$ cat src/rtl/serial_feed_pkg.sv
// rtl/serial_feed_pkg.sv - shared types and frame-length helper for serial_word_feeder
// Optional feature macro: PARITY_BIT_EN (appends an even-parity bit to every frame)
package serial_feed_pkg;

   localparam int FEED_STATE_W = 1;

   typedef enum logic [FEED_STATE_W-1:0] {
      IDLE  = 1'b0,
      SHIFT = 1'b1
   } feed_state_t;

   function automatic int frame_len(input int width);
`ifdef PARITY_BIT_EN
      return width + 1;
`else
      return width;
`endif
   endfunction

endpackage

$ cat src/rtl/ser_bit_counter.sv
// rtl/ser_bit_counter.sv - bit-position counter for one serial frame
// Counts 0..N-1 and holds at N-1; tc flags the final bit of the frame.
module ser_bit_counter #(
   parameter int N  = 8,
   parameter int CW = $clog2(N + 1)
) (
   input  logic          clk,
   input  logic          rst,
   input  logic          load,
   input  logic          enable,
   output logic [CW-1:0] count,
   output logic          tc
);

   assign tc = (count == CW'(N - 1));

   always_ff @(posedge clk or negedge rst) begin
      if (!rst) begin
         count <= '0;
      end else if (load) begin
         count <= '0;
      end else if (enable && !tc) begin
         count <= count + 1'b1;
      end
   end

endmodule

$ cat src/rtl/serial_word_feeder.sv
// rtl/serial_word_feeder.sv - parallel word to qualified serial bit stream feeder
// Optional feature macro: PARITY_BIT_EN (frame carries an extra even-parity bit)
module serial_word_feeder
   import serial_feed_pkg::*;
#(
   parameter int WIDTH     = 8,
   parameter bit MSB_FIRST = 1'b1
) (
   input  logic             clk,
   input  logic             rst,
   input  logic [WIDTH-1:0] din,
   input  logic             din_valid,
   output logic             din_ready,
   output logic             ser_out,
   output logic             ser_valid,
   output logic             frame_start,
   output logic             frame_end,
   output logic             busy
);

   localparam int N  = frame_len(WIDTH);
   localparam int CW = $clog2(N + 1);

   feed_state_t      state;
   logic [WIDTH-1:0] sreg;
   logic [CW-1:0]    count;
   logic             tc;
   logic             accept;
   logic             next_is_last;
   logic             first_bit;
   logic             head;
   logic             next_bit;
   logic [WIDTH-1:0] load_sreg;
   logic [WIDTH-1:0] shift_sreg;

   assign din_ready    = rst && ((state == IDLE) || ((state == SHIFT) && tc));
   assign accept       = din_valid && din_ready;
   assign next_is_last = (count == CW'(N - 2));

   // sreg always holds the bits still to be shown, oldest at the output end
   assign first_bit  = MSB_FIRST ? din[WIDTH-1] : din[0];
   assign load_sreg  = MSB_FIRST ? {din[WIDTH-2:0], 1'b0} : {1'b0, din[WIDTH-1:1]};
   assign head       = MSB_FIRST ? sreg[WIDTH-1] : sreg[0];
   assign shift_sreg = MSB_FIRST ? {sreg[WIDTH-2:0], 1'b0} : {1'b0, sreg[WIDTH-1:1]};

`ifdef PARITY_BIT_EN
   logic parity;

   always_ff @(posedge clk or negedge rst) begin
      if (!rst) begin
         parity <= 1'b0;
      end else if (accept) begin
         parity <= ^din;
      end
   end

   assign next_bit = next_is_last ? parity : head;
`else
   assign next_bit = head;
`endif

   ser_bit_counter #(
      .N  (N),
      .CW (CW)
   ) u_bit_counter (
      .clk    (clk),
      .rst    (rst),
      .load   (accept || ((state == SHIFT) && tc)),
      .enable ((state == SHIFT) && !tc),
      .count  (count),
      .tc     (tc)
   );

   always_ff @(posedge clk or negedge rst) begin
      if (!rst) begin
         state       <= IDLE;
         sreg        <= '0;
         ser_out     <= 1'b0;
         ser_valid   <= 1'b0;
         frame_start <= 1'b0;
         frame_end   <= 1'b0;
         busy        <= 1'b0;
      end else if (accept) begin
         state       <= SHIFT;
         sreg        <= load_sreg;
         ser_out     <= first_bit;
         ser_valid   <= 1'b1;
         frame_start <= 1'b1;
         frame_end   <= 1'b0;
         busy        <= 1'b1;
      end else begin
         case (state)
            IDLE: begin
               state <= IDLE;
            end
            SHIFT: begin
               if (tc) begin
                  state       <= IDLE;
                  sreg        <= '0;
                  ser_out     <= 1'b0;
                  ser_valid   <= 1'b0;
                  frame_start <= 1'b0;
                  frame_end   <= 1'b0;
                  busy        <= 1'b0;
               end else begin
                  sreg        <= shift_sreg;
                  ser_out     <= next_bit;
                  frame_start <= 1'b0;
                  frame_end   <= next_is_last;
                  busy        <= !next_is_last;
               end
            end
            default: begin
               state <= IDLE;
            end
         endcase
      end
   end

endmodule

$ cat config.mk
export PLATFORM = sky130hd
export DESIGN_NAME = serial_word_feeder
export DESIGN_NICKNAME = d
export VERILOG_FILES = /design/src/rtl/serial_feed_pkg.sv /design/src/rtl/ser_bit_counter.sv /design/src/rtl/serial_word_feeder.sv
export SDC_FILE = /design/constraint.sdc
export NUM_CORES = 1
export LEC_CHECK = 0
export CAP_MARGIN = 20
export CORE_MARGIN = 1.5
export CORE_UTILIZATION = 60
export CTS_BUF_LIST = sky130_fd_sc_hd__clkbuf_8
export DETAILED_ROUTE_END_ITERATION = 10
export DONT_BUFFER_PORTS = 1
export HOLD_SLACK_MARGIN = 0.12
export PLACE_DENSITY_LB_ADDON = 0.3
export SKIP_LAST_GASP = 1
export SYNTH_ARGS = -nofsm -noshare
export SYNTH_HDL_FRONTEND = slang
export SYNTH_SLANG_ARGS = --single-unit
$ cat constraint.sdc
create_clock -name clk -period 2.1 [get_ports clk]
set_input_delay 0 -clock clk [delete_from_list [all_inputs] [get_ports clk]]
set_output_delay 0 -clock clk [all_outputs]
set_load 0.01 [all_outputs]
==> results of run 1 <==
[placed cells by master (no fill, tap or decap), types with 2 or more instances in the layout]
cell type and n:
a21o_2 2, ha_1 2, clkbuf_8 3, nand3_1 2
dlygate4sd3_1 10, and2_0 3, xor2_1 2, dfrtp_1 17
inv_1 2, a21oi_2 2, o21ai_0 3, and2_1 5
a221o_1 7, nand2_1 7
[sequential cells by signal, summed over array words and instances, names as in the netlist]
name	flops
frame_start	1
sreg	7
busy	1
ser_valid	1
frame_end	1
u_bit_counter.count	4
state	1
ser_out	1
[metrics by stage]
step | util [%] | instances
floorplan | - | 65
global placement | 67.6 | 77
detailed placement | 67.6 | 77
CTS | 80.3 | 91
global route | 80.3 | 91
finish | 80.3 | 91
[critical path, cell delays in order]
cell and delay [ns]:
dlygate4sd3_1 1.08, a21oi_2 0.31, and2_1 0.27, a221o_1 0.27
[layer usage]
metal	wire length [um]	vias up
li1	-	258
met1	761	280
met2	796	17
met3	82	6
met4	40	0
met5	0	-
[area by class of cell]
| cell class | instances | area [um2] | area share (%) |
|---|---|---|---|
| Multi-Input combinational cell | 44 | 332 | 35.7 |
| Inverter | 2 | 7.51 | 0.809 |
| Tap cell | 14 | 17.5 | 1.89 |
| Clock buffer | 3 | 41.3 | 4.45 |
| Sequential cell | 17 | 425 | 45.8 |
| Clock inverter | 1 | 5.00 | 0.539 |
| Timing Repair Buffer | 10 | 100 | 10.8 |
[power breakdown]
part	switching (uW)	internal, uW	total [uW]
registers	127	457	583
clock network	110	132	241
logic	240	210	450
[cell families after synthesis]
| kind of cell | share of synthesized area (%) |
|---|---|
| adders and majority gates | 3.18 |
| AOI/OAI and AO/OA | 21.8 |
| DFF | 54.1 |
| xor gates and xnor gates | 2.23 |
| and+or+nand+nor | 14.9 |
| buffers and inverters | 3.82 |
[path summary, 6_finish.rpt]
path / startpoint / cells after the start / slack, ns / end
worst max-delay path: rst / 4 / 0.30 / sreg[2]
worst min-delay path: rst / 1 / 0.15 / din_ready
worst max register to register: u_bit_counter.count[0] / 4 / 0.48 / sreg[2]
worst min register to register: sreg[7] / 1 / 0.50 / ser_out
max in group asynchronous: rst / 1 / 1.30 / ser_valid
min in group asynchronous: rst / 1 / 0.29 / busy
==> reports/qor.csv, run 1 <==
metric,value,unit
synthesis-to-finish area growth,18.0,%
Rel. slew slack,44.8,%
Post-synth EDFFs,0,
startpoint type of the worst setup path,primary input,
post-route cell area,928,um2
hold_buf cts,10,
Setup CP Type,primary input to register,
async set-reset flop share out of synthesis,100,%
pre-CTS setup slack,0.533,ns
Synth Net Count,78,
Via Count,561,
Die ar.,1540,um2
Max Cap Viol,0,
largest net degree at the start of global routing,20,
worst vdd ir,0.894,mV
Min-Delay Path Class,primary input to primary output,
top_reg_cell synth,dfrtp_1,
Worst EP required,2.23,ns
post-synth top area cell,dfrtp_1,
drt initial violations,9,
post-synth top area share,54.1,%
drt pass-1 iters,3,
Rows,12,
NumNets Final,91,
wire length per cell,18.5,um
Post-Route Setup TNS,0,ns
PortBufs,0,
clk sinks,17,
DIE WIDTH,39.2,um
first-pass GRT wire length,2510,um
GRT Max-Usage Layer,met2,
Vias/cell,6.16,
Synth area leaders,"dfrtp_1 (54%), a221o_1 (8.9%), and2_1 (4.0%)",
"Period Utilization, post-route",85.9,%
Clock Skews,0.00648,ns
Synth Area per Inst,12.1,um2
final setup fails,0,
Core Region,1160,um2
final wirelength,1680,um
ant diodes,0,
clk slew on worst S/H paths,0.07,ns
TritonCTS clock tree,done,
register area share after synthesis,54.1,%
GR Util met1,35.0,%
Area after DPL,782,um2
number of H-tree levels,1,
outcome,completed,
initial antenna violation count,0,
worst setup margin,0.296,ns
GRT overflow,0,
M3 GR Usage,3.47,%
RSZ-0062 raised after global routing,no,
endpoints failing hold,0,
M2 GR Usage,40.8,%
"count leader, synth",dfrtp_1,
Clock Tree Root,clkbuf_8,
Setup crit end kind,register,
post-CTS setup buffer count,0,
Initial Utilization,68.1,%
power density cells,1370,nW/um2
Max Clock Freq,554,MHz
post-route ant nets,0,
Syn Inst Count,65,
later-pin clock latency in the skew report,0.25,ns
die height,39.2,um
crit path time final,1.80,ns
Ports,17,
CP arrival,1.94,ns
FILL cells,67,
number of global-route vias before repair,525,
post-DP HPWL,918,um
number of buffers created by CTS,3,
Fin Hold WS,0.147,ns
share of layout cells above drive strength 1,18.2,%
fin. max-slew vios,0,
commonest cells in the netlist,"dfrtp_1 (17), a221o_1 (7), nand2_1 (7), and2_1 (5)",
Tightest Pin Transition,0.826,ns
number of synthesized register bits,17,
"Distinct cells, synth",22,
Max Root-Sink Buffers,2,
synth warn,0,
GP Congestion,0.834,
PostCTS Resize Cnt,0,
total power draw,1270,uW
Post-Synthesis Cell Area,787,um2
residual DRC count,0,
leakage,0.000431,uW
GRT Util Overall,26.6,%
worst-path fanout max,19,
Power figures use the tool's default switching activity.
==> run 2: changes to the inputs <==
CORE_ASPECT_RATIO = 1.2   (was default)
CORE_UTILIZATION = 40   (was 60)
==> reports/qor.csv, run 2 (synthesis results as in run 1) <==
metric,value,unit
outcome,completed,
CP bufs+invs,1,
Area after DPL,788,um2
initial antenna violation count,0,
FILL cells,159,
worst vdd ir,0.642,mV
ant diodes,0,
"most common cell after layout, fill and taps aside",dfrtp_1,
max FFs per register,7,
Die ar.,2240,um2
Largest regs,"sreg: 7 flops, u_bit_counter.count: 4 flops",
Clock Tree Root,clkbuf_8,
CP top delay family,buffers and inverters,
Vias/cell,5.58,
Rows,17,
worst-path fanout max,19,
PortBufs,0,
die height,51.6,um
post-route ant nets,0,
Post-Route Setup TNS,0,ns
synthesis-to-finish area growth,18.8,%
number of H-tree levels,1,
fin. max-slew vios,0,
drt initial violations,3,
Setup CP Type,primary input to register,
post-CTS setup buffer count,0,
Worst EP required,2.30,ns
Rel. slew slack,43.5,%
internal reg-to-reg setup slack,0.51,ns
"Largest stage delay, worst path",1.09,ns
crit path time final,1.80,ns
post-route cell area,935,um2
clk sinks,17,
CP arrival,2.00,ns
TritonCTS clock tree,done,
GRT overflow,0,
RSZ-0062 raised after global routing,no,
GRT Util Overall,15.5,%
endpoints failing hold,0,
most frequent cells in the layout,"dfrtp_1 (17), dlygate4sd3_1 (10), nand2_1 (7), a221o_1 (7), and2_1 (5)",
Min-Delay Path Class,primary input to primary output,
startpoint type of the worst setup path,primary input,
Slowest cell on crit path,dlygate4sd3_1,
final setup fails,0,
clk slew on worst S/H paths,0.07,ns
drt pass-1 iters,4,
Initial Utilization,42.5,%
Clock Skews,0.00444,ns
number of buffers created by CTS,3,
Via Count,536,
largest reg by FF count,sreg,
Setup crit end kind,register,
Max Clock Freq,555,MHz
power density cells,1340,nW/um2
largest net degree at the start of global routing,20,
later-pin clock latency in the skew report,0.25,ns
DIE WIDTH,43.5,um
"Period Utilization, post-route",85.9,%
first-pass GRT wire length,2550,um
Tightest Pin Transition,0.845,ns
Core Region,1850,um2
number of global-route vias before repair,564,
GP Congestion,0.790,
"critical path, cell by cell","dlygate4sd3_1, nand2_1, a21oi_2, a221o_1",
leakage,0.000431,uW
Max Root-Sink Buffers,2,
post-DP HPWL,925,um
NumNets Final,91,
residual DRC count,0,
wire length per cell,15.1,um
Max Cap Viol,0,
final wirelength,1450,um
Ports,17,
share of layout cells above drive strength 1,18.2,%
run 2: cell counts in the layout (fill, tap and decap cells not counted):
Identical to the previous run, type by type.
run 2: final timing paths:
check | endpoint | start | cells after the start
min in group asynchronous | sreg[6] | rst | 1
hold reg to reg | sreg[3] | sreg[2] | 1
setup reg to reg | sreg[2] | u_bit_counter.count[0] | 4
hold / removal | din_ready | rst | 1
setup / recovery | sreg[2] | rst | 4
max in group asynchronous | ser_valid | rst | 1
run 2: routing by layer:
metal / vias to the layer above / wire length, um / track usage, %
met5: - / 0 / 0
met4: 0 / 36 / 10.6
met3: 4 / 112 / 4.17
met2: 19 / 638 / 22.4
met1: 255 / 659 / 20.0
li1: 258 / - / -
run 2: stage by stage:
stage / std cells / worst slack (ns) / util (%) / power (uW) / hold slack (ns)
6_report: 96 / 0.297 / 50.5 / 1260 / 0.150
5_1_grt: 96 / 0.0312 / 50.5 / 1350 / 0.156
4_1_cts: 96 / 0.253 / 50.5 / 1280 / 0.152
3_5_place_dp: 82 / 0.499 / 42.6 / 994 / -0.295
3_3_place_gp: 82 / 0.581 / 42.6 / 985 / -0.295
2_1_floorplan: 65 / 0.695 / - / 926 / -0.296
run 2: worst register-to-register path, stage by stage (launching register included):
cell	delay (ns)
dfrtp_1	0.41
ha_1	0.30
nand3b_2	0.12
a21oi_2	0.46
a221o_1	0.24
run 2: cell type report:
cell class              instances  area (um2)  share of cell area, %
flip-flops and latches         17         425                   45.5
multi-input cells              44         332                   35.5
repair buffers                 10         100                   10.7
clock buffers                   3        41.3                   4.42
well taps                      19        23.8                   2.54
inverters                       2        7.51                  0.803
clock inverters                 1        5.00                  0.535
run 2: where the power goes:
group / switching (uW) / total [uW] / internal, uW / leakage [uW]
Clock: 116 / 248 / 132 / 0.0000255
Combinational: 220 / 430 / 210 / 0.000189
Sequential: 121 / 578 / 457 / 0.000216
run 2: what timing repair did:
action                                 4_1_cts  5_1_grt
setup endpoints to repair                    0        0
hold buffers                                10        0
endpoints found under the hold margin       31        0
gates resized for setup                      0        0
